===== src/rtl/exc_unit.sv =====
// Exception/ERET commit unit: picks the highest-priority cause at the memory
// stage, drives CP0 event controls, fetch redirect and a timed pipeline flush.
module exc_unit #(
  parameter int unsigned FLUSH_CYCLES = 2,
  parameter logic [31:0] EXC_VECTOR   = 32'hBFC0_0380
) (
  input  logic        clk,
  input  logic        resetn,
  input  logic        m_valid,
  input  logic        stall,
  input  logic [31:0] m_pc,
  input  logic        m_is_branch,
  input  logic        m_if_adel,
  input  logic        m_ri,
  input  logic        m_sys,
  input  logic        m_bp,
  input  logic        m_ov,
  input  logic        m_adel,
  input  logic        m_ades,
  input  logic        m_eret,
  input  logic [31:0] m_data_addr,
  input  logic        interrupt,
  input  logic [31:0] cp0_epc,
  output logic        exception,
  output logic        isBadAddr,
  output logic        inDelaySlot,
  output logic        ERET2pc,
  output logic [5:0]  m_excCode,
  output logic [31:0] invalid_addr,
  output logic [31:0] excPC,
  output logic        flush,
  output logic        redirect_valid,
  output logic [31:0] redirect_pc
);

  typedef enum logic {S_RUN, S_FLUSH} state_t;

  state_t      state, state_n;
  logic [2:0]  cnt, cnt_n;
  logic        ds_flag, ds_flag_n;

  logic        commit;
  logic        has_cause;
  logic [4:0]  code;
  logic        bad;
  logic [31:0] bad_addr;
  logic        exc_ev;
  logic        eret_ev;

  // resetn gating keeps outputs quiet while reset is held
  assign commit  = resetn & m_valid & ~stall & (state == S_RUN);
  assign exc_ev  = commit & has_cause;
  assign eret_ev = commit & m_eret & ~has_cause;

  always_comb begin
    has_cause = 1'b0;
    code      = 5'd0;
    bad       = 1'b0;
    bad_addr  = 32'd0;
    priority case (1'b1)
      interrupt: begin
        has_cause = 1'b1;
        code      = 5'd0;
      end
      m_if_adel: begin
        has_cause = 1'b1;
        code      = 5'd4;
        bad       = 1'b1;
        bad_addr  = m_pc;
      end
      m_ri: begin
        has_cause = 1'b1;
        code      = 5'd10;
      end
      m_sys: begin
        has_cause = 1'b1;
        code      = 5'd8;
      end
      m_bp: begin
        has_cause = 1'b1;
        code      = 5'd9;
      end
      m_ov: begin
        has_cause = 1'b1;
        code      = 5'd12;
      end
      m_adel: begin
        has_cause = 1'b1;
        code      = 5'd4;
        bad       = 1'b1;
        bad_addr  = m_data_addr;
      end
      m_ades: begin
        has_cause = 1'b1;
        code      = 5'd5;
        bad       = 1'b1;
        bad_addr  = m_data_addr;
      end
      default: ;
    endcase
  end

  always_comb begin
    exception      = exc_ev;
    ERET2pc        = eret_ev;
    m_excCode      = exc_ev ? {1'b0, code} : 6'd0;
    isBadAddr      = exc_ev & bad;
    invalid_addr   = (exc_ev & bad) ? bad_addr : 32'd0;
    excPC          = exc_ev ? m_pc : 32'd0;
    inDelaySlot    = exc_ev & ds_flag;
    redirect_valid = exc_ev | eret_ev;
    redirect_pc    = 32'd0;
    if (exc_ev)
      redirect_pc = EXC_VECTOR;
    else if (eret_ev)
      redirect_pc = cp0_epc;
    flush = resetn & ((state == S_FLUSH) | exc_ev | eret_ev);
  end

  always_comb begin
    state_n   = state;
    cnt_n     = cnt;
    ds_flag_n = ds_flag;
    unique case (state)
      S_RUN: begin
        if (exc_ev | eret_ev) begin
          state_n   = S_FLUSH;
          cnt_n     = 3'(FLUSH_CYCLES);
          ds_flag_n = 1'b0;
        end else if (commit) begin
          ds_flag_n = m_is_branch;
        end
      end
      S_FLUSH: begin
        cnt_n = cnt - 3'd1;
        if (cnt == 3'd1)
          state_n = S_RUN;
      end
      default: state_n = S_RUN;
    endcase
  end

  always_ff @(posedge clk) begin
    if (!resetn) begin
      state   <= S_RUN;
      cnt     <= 3'd0;
      ds_flag <= 1'b0;
    end else begin
      state   <= state_n;
      cnt     <= cnt_n;
      ds_flag <= ds_flag_n;
    end
  end

endmodule


===== config.mk =====
export PLATFORM = sky130hd
export DESIGN_NAME = exc_unit
export DESIGN_NICKNAME = d
export VERILOG_FILES = /design/src/rtl/exc_unit.sv
export SDC_FILE = /design/constraint.sdc
export NUM_CORES = 1
export LEC_CHECK = 0
export CELL_PAD_IN_SITES_DETAIL_PLACEMENT = 0
export CELL_PAD_IN_SITES_GLOBAL_PLACEMENT = 1
export CORE_MARGIN = 2
export CORE_UTILIZATION = 14
export DETAILED_ROUTE_END_ITERATION = 6
export PLACE_DENSITY_LB_ADDON = 0.12
export SETUP_SLACK_MARGIN = 0.15
export SLEW_MARGIN = 0
export SYNTH_ARGS = -nofsm -noshare
export SYNTH_HDL_FRONTEND = slang
export SYNTH_SLANG_ARGS = --single-unit

===== constraint.sdc =====
create_clock -name clk -period 2.3 [get_ports clk]
set_input_delay 0.345 -clock clk [delete_from_list [all_inputs] [get_ports clk]]
set_output_delay 0.345 -clock clk [all_outputs]
set_load 0.02 [all_outputs]

==> impl_table.tex <==
\begin{tabular}{lr}
\hline
Metric & Value \\
\hline
\multicolumn{2}{l}{\textbf{Critical path}} \\
Worst-path maximum fanout & 6 \\
Cell family with most CP delay & simple AND/OR/NAND/NOR gates \\
Setup crit start kind & input port \\
Register-to-Register Setup Slack & about 1.0 ns \\
Critical Setup Path Class & input port to primary output \\
Destination of the critical timing path & excPC[24] \\
Crit end category & primary output \\
Startpoint of the worst setup timing path & interrupt \\
Arr. time, crit path & approximately 1.9 ns \\
Worst r2r path cells & 4 \\
CP Cell Sequence & buf\_6 -> or4\_4 -> buf\_4 -> o21ba\_4 -> clkbuf\_16 -> and2\_4 -> buf\_2 \\
Slowest cell on crit path & sky130\_fd\_sc\_hd\_\_or4\_4 \\
Required time worst endpoint & 1.96 ns \\
Destination of the worst register-to-register timing path & ds\_flag\$\_SDFFE\_PN0P\_ \\
WP buf/inv & 4 \\
Launch instance of the worst register-to-register path & state\$\_SDFF\_PN0\_ \\
Maximum single-stage delay on the critical path & 0.56 ns \\
Count of cell instances traversed by the critical path & 7 \\
\multicolumn{2}{l}{\textbf{Finish}} \\
Share of final-layout standard cells stronger than drive strength 1 & 44.6\% \\
Area growth from synthesis to layout & 163\% \\
Post-layout net count & $\sim$610 \\
\multicolumn{2}{l}{\textbf{Timing}} \\
Setup repair after global routing missed its margin & yes \\
Skew final & about 0.00012 ns \\
Max-slew violation count & 0 \\
Number of endpoints failing setup at the final stage & 0 \\
Final Critical Period & 2.24 ns \\
Number of hold-slack violations in the final timing report & 0 \\
Post-route setup slack & 0.0602 ns \\
Fin crit share & roughly 100\% \\
Highest attainable clock frequency & 0.446 GHz \\
\multicolumn{2}{l}{\textbf{Synthesis}} \\
Yosys Warn Count & 0 \\
Number of standard cells after synthesis & $\sim$260 \\
Number of register bits inferred by synthesis & 5 \\
Post-Synthesis Cell Area & between 0.0015 and 0.002 sq mm \\
Synth cell types & 37 \\
Average cell area after synthesis & 6.16 sq um \\
Share of the yosys chip area belonging to registers & between 6 and 7\% \\
\multicolumn{2}{l}{\textbf{Power and ir drop}} \\
Design Power & 0.894 mW \\
Power density cells & 215 mW/mm\^{}2 \\
Reported leakage power & just under 2 nW \\
Maximum ir drop on the vdd rail & roughly 0.00037 V \\
\multicolumn{2}{l}{\textbf{Route}} \\
Wirelength, routed & around 10000 um \\
\# DRC & 0 \\
Number of detailed-route iterations in the first pass & 4 \\
DR WL/cell & $\sim$16 um \\
Antenna viol nets, final & 0 \\
Via density per instance & 4.29 \\
Detailed router's first-iteration violation count & roughly 120 \\
Vias after detailed routing & 2742 \\
\multicolumn{2}{l}{\textbf{Floorplan}} \\
Initial Utilization & 14.5\% \\
Cell row count & 38 \\
Number of top-level design ports & 218 \\
Core box area & approximately 0.011 sq mm \\
Overall die area & 0.0122 sq mm \\
Die outline width & $\sim$110 um \\
Die height & 110 um \\
\multicolumn{2}{l}{\textbf{CTS}} \\
Number of levels the H-tree was split into & 1 \\
Hold buffers post-CTS & 0 \\
Number of sinks driven by the clock tree & 5 \\
Clock latency at the later pin of the worst-skew pair & about 0.23 ns \\
Clock tree root driver cell & sky130\_fd\_sc\_hd\_\_clkbuf\_16 \\
Maximum buffer depth of the clock tree & 2 \\
CTS clock-pin slew for the worst setup and hold paths & roughly 0.030 ns \\
Number of clock buffers inserted by TritonCTS & 3 \\
Clock tree from TritonCTS & built \\
\multicolumn{2}{l}{\textbf{Placement}} \\
HPWL reported at the end of detailed placement & $\sim$7000 um \\
Count of buffers inserted at the top-level ports & roughly 220 \\
GP Congestion & between 0.7 and 0.8 \\
Place WS & -0.615 ns \\
\multicolumn{2}{l}{\textbf{Global route}} \\
Via count of the first global-routing pass & 2617 \\
Total gr overflow & 0 \\
Overall routing resource usage & $\sim$14\% \\
Number of antenna violations at the first check in global routing & 1 \\
Global-route wire length before repair & around 14000 um \\
Pin count of the biggest net entering global routing & 26 \\
\multicolumn{2}{l}{\textbf{Outcome}} \\
Status & complete, no violations \\
\multicolumn{2}{l}{\textbf{Run}} \\
Maximum capacitance violations & 0 \\
\multicolumn{2}{l}{\textbf{Hold path}} \\
HP Class & register to register \\
\hline
\end{tabular}
==> routing by layer <==
| metal | GRT usage, % | vias to the layer above | part of all wire (%) |
|---|---|---|---|
| met1 | 17.0 | 1232 | 40 |
| met5 | 0 | - | 0 |
| met4 | 1.34 | 0 | 0.40 |
| met2 | 26.1 | 134 | 47 |
| met3 | 5.11 | 5 | 13 |
| li1 | - | 1371 | - |
==> worst min-delay path by stage <==
| stage | end | cells past startpoint | startpoint |
|---|---|---|---|
| 2_1_floorplan | ds_flag$_SDFFE_PN0P_ | 1 | ds_flag$_SDFFE_PN0P_ |
| 3_3_place_gp | ds_flag$_SDFFE_PN0P_ | 1 | ds_flag$_SDFFE_PN0P_ |
| 3_5_place_dp | ds_flag$_SDFFE_PN0P_ | 1 | ds_flag$_SDFFE_PN0P_ |
| 4_1_cts | ds_flag$_SDFFE_PN0P_ | 1 | ds_flag$_SDFFE_PN0P_ |
| 5_1_grt | ds_flag$_SDFFE_PN0P_ | 1 | ds_flag$_SDFFE_PN0P_ |
| 6_report | ds_flag$_SDFFE_PN0P_ | 1 | ds_flag$_SDFFE_PN0P_ |
==> Yosys cell counts <==
cell                        number  area (sq um)
sky130_fd_sc_hd__nand2_1        49           184
sky130_fd_sc_hd__a21oi_1        46           230
sky130_fd_sc_hd__nand4_1        31           194
sky130_fd_sc_hd__and2_1         28           175
sky130_fd_sc_hd__and2_4         25           219
sky130_fd_sc_hd__clkbuf_1       18          67.6
sky130_fd_sc_hd__nor2_1          7          26.3
sky130_fd_sc_hd__dfxtp_1         5           100
sky130_fd_sc_hd__inv_1           5          18.8
sky130_fd_sc_hd__buf_6           4          45.0
sky130_fd_sc_hd__buf_2           3          15.0
sky130_fd_sc_hd__buf_4           3          22.5
sky130_fd_sc_hd__o21ai_0         3          15.0
sky130_fd_sc_hd__clkbuf_2        2          10.0
sky130_fd_sc_hd__ha_1            2          25.0
sky130_fd_sc_hd__nor2b_1         2          12.5
sky130_fd_sc_hd__o211a_1         2          20.0
sky130_fd_sc_hd__or2_2           2          12.5
sky130_fd_sc_hd__or4_4           2          22.5
sky130_fd_sc_hd__a2111oi_0       1          8.76
sky130_fd_sc_hd__a32o_1          1          10.0
sky130_fd_sc_hd__and3_1          1          6.26
sky130_fd_sc_hd__conb_1          1          3.75
sky130_fd_sc_hd__nand2b_1        1          6.26
sky130_fd_sc_hd__nand3_1         1          5.00
sky130_fd_sc_hd__nand4b_1        1          8.76
sky130_fd_sc_hd__nand4bb_1       1          11.3
sky130_fd_sc_hd__nor3_1          1          5.00
sky130_fd_sc_hd__nor3_4          1          16.3
sky130_fd_sc_hd__nor4_1          1          6.26
sky130_fd_sc_hd__nor4_2          1          12.5
sky130_fd_sc_hd__nor4_4          1          21.3
sky130_fd_sc_hd__o211ai_1        1          7.51
sky130_fd_sc_hd__o21ba_4         1          16.3
sky130_fd_sc_hd__o22ai_1         1          6.26
sky130_fd_sc_hd__xnor2_1         1          8.76
sky130_fd_sc_hd__xor2_1          1          8.76
==> where the power goes <==
part	internal, mW	switching [mW]	leakage, nW
clock network	0.230	0.0585	0.0382
logic	0.291	0.213	1.89
registers	0.0959	0.00586	0.0414
==> repair_timing <==
action,4_1_cts,5_1_grt
gates resized for setup,519,25
setup endpoints to repair,106,60
endpoints found under the hold margin,0,0
pin swaps,27,4
setup buffers,8,1
gates cloned,5,4
==> flip-flops by register name (all words and copies together) (netlist names) <==
signal	count
ds_flag	1
cnt	3
state	1
==> placed cells by master (no fill, tap or decap), drive strengths merged, types with 3 or more instances in the layout <==
cell	n
a21oi	46
and2	53
buf	153
clkbuf	10
clkdlybuf4s15	5
clkdlybuf4s50	98
dfxtp	5
dlygate4sd2	3
inv	5
nand2	49
nand4	31
nor2	7
nor4	3
o21ai	3
==> per-stage QoR <==
step           instance area, sq um  utilization (%)  setup TNS (ns)  hold WS (ns)  cells
2_1_floorplan                  1590                -               0         0.460    258
3_3_place_gp                   4080             37.3          -53.64         0.472    616
3_5_place_dp                   4080             37.3          -54.62         0.484    616
4_1_cts                        4030             36.8               0         0.486    633
5_1_grt                        4160             38.0               0         0.514    638
6_report                       4160             38.1               0         0.481    639
==> cells by family after synthesis <==
family	share of synthesized area (%)
flops	6.32
buf+inv	11.3
other cells	0.237
simple gates	59.6
xor+xnor	1.11
compound gates	19.8
fa+ha+maj	1.58
==> layout make-up <==
type,instances,area (sq um)
Tap cell,140,175
Multi-Input combinational cell,218,1400
Fill cell,1184,6770
Timing Repair Buffer,266,2390
Inverter,5,18.8
Clock buffer,4,78.8
Sequential cell,5,101
Antenna cell,1,2.50
Power figures use the tool's default switching activity.
